==> src/rtl/signal_gen_pkg.sv <==
// Constants and FSM state encoding shared by signal_generator and signal_checker.
package signal_gen_pkg;

  localparam logic [7:0] DEFAULT_DATA_CHAR_PATTERN = 8'hAA;
  localparam logic [7:0] DEFAULT_CTRL_CHAR_PATTERN = 8'h55;

  typedef logic [0:0] state_t;
  localparam state_t UNLOCKED = 1'b0;
  localparam state_t LOCKED   = 1'b1;

endpackage

==> src/rtl/sat_counter.sv <==
// Saturating accumulator with a synchronous clear that takes priority over the increment.
module sat_counter
  import signal_gen_pkg::*;
#(
  parameter int WIDTH     = 32,
  parameter int INC_WIDTH = 4
) (
  input  logic                 clk,
  input  logic                 rst,
  input  logic                 clear,
  input  logic                 en,
  input  logic [INC_WIDTH-1:0] inc,
  output logic [WIDTH-1:0]     count
);

  localparam int SUM_W = WIDTH + 1;

  logic [WIDTH-1:0] count_reg;
  logic [WIDTH:0]   sum;

  // One spare bit catches the wrap so the result can be pinned at all-ones.
  always_comb sum = {1'b0, count_reg} + SUM_W'(inc);

  always_ff @(posedge clk or negedge rst) begin
    if (!rst) begin
      count_reg <= '0;
    end else if (clear) begin
      count_reg <= '0;
    end else if (en) begin
      count_reg <= sum[WIDTH] ? '1 : sum[WIDTH-1:0];
    end
  end

  assign count = count_reg;

endmodule

==> config.mk <==
export PLATFORM = sky130hd
export DESIGN_NAME = sat_counter
export DESIGN_NICKNAME = d
export VERILOG_FILES = /design/src/rtl/signal_gen_pkg.sv /design/src/rtl/sat_counter.sv
export SDC_FILE = /design/constraint.sdc
export NUM_CORES = 1
export LEC_CHECK = 0
export CELL_PAD_IN_SITES_DETAIL_PLACEMENT = 1
export CELL_PAD_IN_SITES_GLOBAL_PLACEMENT = 2
export CORE_MARGIN = 8
export CORE_UTILIZATION = 29
export CTS_BUF_LIST = sky130_fd_sc_hd__clkbuf_2 sky130_fd_sc_hd__clkbuf_4 sky130_fd_sc_hd__clkbuf_8
export DETAILED_ROUTE_END_ITERATION = 7
export GPL_TIMING_DRIVEN = 1
export HOLD_SLACK_MARGIN = 0.06
export PLACE_DENSITY_LB_ADDON = 0.1
export SLEW_MARGIN = 30
export SYNTH_ARGS = -nofsm -noshare
export SYNTH_HDL_FRONTEND = slang
export SYNTH_SLANG_ARGS = --single-unit
==> constraint.sdc <==
create_clock -name clk -period 2.5 [get_ports clk]
set_input_delay 0.25 -clock clk [delete_from_list [all_inputs] [get_ports clk]]
set_output_delay 0.25 -clock clk [all_outputs]
set_load 0.01 [all_outputs]
[After elaboration in Yosys (flattened, before gate mapping)]
Cells that the tools add are included.
Storage, ports and cells
  input port bits: 8
  register bits after elaboration: 32
  logic and storage cells: 6
  output and inout port bits: 32
Operators by class
  reduce and logical (&&, ||, !) cells: 1
  add/subtract/negate cells: 1
  multiplexer cells: 3
Operator list (number)
  32-bit 2-to-1 mux: 3
  32-bit by 4-bit adder with 33-bit output: 1
  2-bit nonzero test: 1

[Longest topological paths before layout]
  depth after elaboration: 4
  depth in mapped cells: 8
  gate-level depth less buffers: 7

[Least setup slack after synthesis]
No wires, ideal clock.
  path kind: reg2reg
  start point: register count_reg[3] (netlist: count[3])
  end point: register count_reg[31] (netlist: count[31])
  arrival time: 2379 ps
  path buffers: 2
  stages on the path, launching flop included: 9
  setup time: 82 ps
  clock period less this slack: 2461 ps
  data required time: 2418 ps
  setup slack: 39 ps
  cell sequence: dfrtp_1 ha_1 o21ai_1 o21ba_1 buf_6 or4_1 buf_2 or4_1 a31oi_1
Between the ends
  longest elaborated chain between the ends: 4
Ends and longest elaborated chain
  from (decl): line sat_counter.sv:18  | logic [WIDTH-1:0] count_reg;
  from (signal assigned): line sat_counter.sv:30  | count_reg <= sum[WIDTH] ? '1 : sum[WIDTH-1:0];
  32-bit by 4-bit adder with 33-bit output: line sat_counter.sv:22  | always_comb sum = {1'b0, count_reg} + SUM_W'(inc);
  32-bit 2-to-1 mux: line sat_counter.sv:30
  32-bit 2-to-1 mux: line sat_counter.sv:29  | end else if (en) begin
  32-bit 2-to-1 mux: line sat_counter.sv:27  | end else if (clear) begin
No other way between the ends. The select of a mux whose other input is x is not followed.
A chain may end at the register's enable or synchronous reset.

[Worst setup path after layout]
  start point: input port inc[0]
  end point: register count_reg[22] (netlist: count[22])
Between the ends
  longest elaborated chain between the ends: 4
Ends and longest elaborated chain
  from (decl): line sat_counter.sv:12  | input logic [INC_WIDTH-1:0] inc,
  32-bit by 4-bit adder with 33-bit output: line sat_counter.sv:22
  32-bit 2-to-1 mux: line sat_counter.sv:30
  32-bit 2-to-1 mux: line sat_counter.sv:29
  32-bit 2-to-1 mux: line sat_counter.sv:27
No other way between the ends. The select of a mux whose other input is x is not followed.

==> results.txt <==
outcome -> complete, no violations
Largest register FFs -> 32
post-CTS setup buffers -> 0
Fin Hold WS -> 0.376 ns
diode count -> 0
GRT Total Usage -> 14.4%
CTS tree -> done
Overflow after GRT -> 0
crit path cell chain -> clkdlybuf4s50_1, ha_1, fa_1, nand3_1, a21o_1, nor3_1, buf_4, a31oi_1, a311oi_1
final setup fails -> 0
Inserted Clock Buffers -> 5
latest clock arrival within the worst-skew pair -> 0.28 ns
Leak -> 1.11 nW
layout cell share with drive strength beyond 1 -> 17.7%
syn nets -> 225
vias per cell -> 5.44
Setup crit end kind -> flop
IO Pins -> 40
First DRT Iteration DRCs -> 29
distinct cell type count of the synthesized netlist -> 45
First-pass DRT Iterations -> 4
slowest cell on the critical path -> nor3_1
RSZ-0062 raised after global routing -> false
CP max FO -> 5
Synth top area share -> 41.1%
Core ar. -> 6640 sq um
Die Area -> 9600 sq um
clock tree buffer depth -> 2
number of synthesized flops with an enable pin -> 0
Hold Fails Final Rpt -> 0
port bufs -> 39
Final Critical Period -> 2.31 ns
Worst slew margin -> 59.4%
Initial Util -> 29.3%
flops & latches, synth -> 32
Vias -> 1971
synth top area cells -> dfrtp_1, nor2_1, a21oi_1
register area -> 801 sq um
Tightest Pin Transition -> 0.604 ns
post-route setup TNS -> 0 ns
die width -> 98.0 um
WL final -> 6640 um
Rows -> 30
sequential area share after synthesis -> 41.1%
Synth Cell Area -> 1950 sq um
CTS root buffer -> clkbuf_8
initial antenna violation count -> 0
asr flop ratio synth -> 100%
maximum clock rate -> 0.432 GHz
final count of pins violating max slew -> 0
clock-pin slew on the worst setup and hold paths -> 0.07 ns
first-pass GRT wire length -> 11400 um
Critical Path RT -> 2.68 ns
antenna violation net count after detailed routing -> 0
Synth area leader -> dfrtp_1
drt drc -> 0
footprint of the multi-input gates -> 1090 sq um
slowest cell delay on critical path -> 0.52 ns
Max Cap Violations -> 0
GPL Wtd Cong -> 0.835
Nets -> 294
Die Ht -> 98.0 um
crit share post-route -> 92.6%
Avg Cell Area, Syn -> 9.19 sq um
warnings from Yosys -> 0
Synth-to-Final Area Change -> 40.3%
Synth Instances -> 212
PwrDens -> 417 nW/um^2
CP Class -> primary input to flop
vias in the first global route -> 2186
Final HPWL DP -> 4930 um
CP startpoint kind -> primary input
clock sinks -> 32
H-tree Lvls -> 2
Peak VDD IR -> 0.000163 V
dominant synthesized flop cell -> dfrtp_1
Fill cells -> 788
worst clock skew -> 0.00467 ns
Hold Crit Class -> primary input to async pin
drt wl/cell -> 18.3 um
crit path DAT -> 2.50 ns
largest net degree at the start of global routing -> 33
## cell usage after synthesis (all sizes together), types with 2 or more instances
cell type	n
and2	5
a31oi	9
o31ai	2
inv	5
nand2	12
clkbuf	5
and3	7
nor3b	2
o211a	3
a311oi	7
a21oi	13
nor3	12
nor2	23
and4	8
dfrtp	32
ha	4
a21o	2
or4	3
and4b	2
a211oi	7
nand3	7
o21ai	6
nor4	6
nand4	9
buf	4
or3	3
xnor2	3
## cell usage in the layout (no fill, tap or decap), drive strengths merged, types with 4 or more instances in the layout
cell	instances
nand4	9
and4	8
and3	7
a21oi	13
clkdlybuf4s50	39
ha	4
a31oi	9
inv	5
a211oi	7
o21ai	6
nand3	7
nand2	12
clkbuf	8
buf	32
nor4	6
dfrtp	32
nor3	12
nor2	23
and2	5
a311oi	7
## area by class of cell
cell class | count | share of cell area (%)
inverters | 5 | 0.686
multi-input cells | 166 | 39.7
well taps | 80 | 3.66
clock buffers | 8 | 3.57
flip-flops and latches | 32 | 29.3
repair buffers | 71 | 23.1
## kinds of logic after synthesis
family,share of synthesized area [%]
buffers and inverters,3.60
xor gates and xnor gates,1.80
and+or+nand+nor,30.4
DFF,41.1
adders and majority gates,3.60
AOI/OAI and AO/OA,19.5
## critical path, delay by kind of cell
kind	cells	cell delay [ns]
AOI/OAI and AO/OA	3	0.52
and+or+nand+nor	2	0.62
buffers and inverters	2	0.69
adders and majority gates	2	0.41
## metrics by stage
step / setup slack, ns / cells / area, sq um / util (%) / power [mW]
after floorplan: 0.0393 / 212 / 1950 / - / 0.622
after global placement: -0.131 / 354 / 2630 / 39.5 / 0.704
after detailed placement: -0.258 / 354 / 2630 / 39.5 / 0.705
after CTS: 0.00153 / 362 / 2730 / 41.0 / 1.16
after global routing: 0.0362 / 362 / 2730 / 41.1 / 1.19
final: 0.186 / 362 / 2730 / 41.1 / 1.14
## power breakdown
group / internal, mW / leakage [nW] / total [mW] / switching, mW
logic: 0.0733 / 0.619 / 0.161 / 0.0873
registers: 0.525 / 0.443 / 0.532 / 0.00719
clock network: 0.247 / 0.0523 / 0.448 / 0.201
## what timing repair did
action / in CTS / in global routing
gates resized for setup: 0 / 2
hold buffers: 0 / 0
endpoints found under the setup margin: 0 / 3
## final timing paths
path,cells after the start,slack (ns),to,start
worst max-delay path,9,0.19,count[22]$_DFFE_PN0P_,inc[0]
worst min-delay path,2,0.38,count[2]$_DFFE_PN0P_,rst
worst max register to register,8,0.22,count[22]$_DFFE_PN0P_,count[3]$_DFFE_PN0P_
worst min register to register,2,0.58,count[0]$_DFFE_PN0P_,count[0]$_DFFE_PN0P_
max in group asynchronous,2,1.80,count[21]$_DFFE_PN0P_,rst
min in group clk,2,0.58,count[0]$_DFFE_PN0P_,count[0]$_DFFE_PN0P_
## routing by layer
layer	vias to the layer above	part of all wire (%)	routed length, um	global-route usage (%)
met2	31	48	3210	24.3
met4	0	0.38	25	3.12
met5	-	0	0	0
met1	980	48	3210	18.5
met3	2	2.9	192	2.77
li1	958	-	-	-
Note: power is estimated with default switching activity, not from simulation.
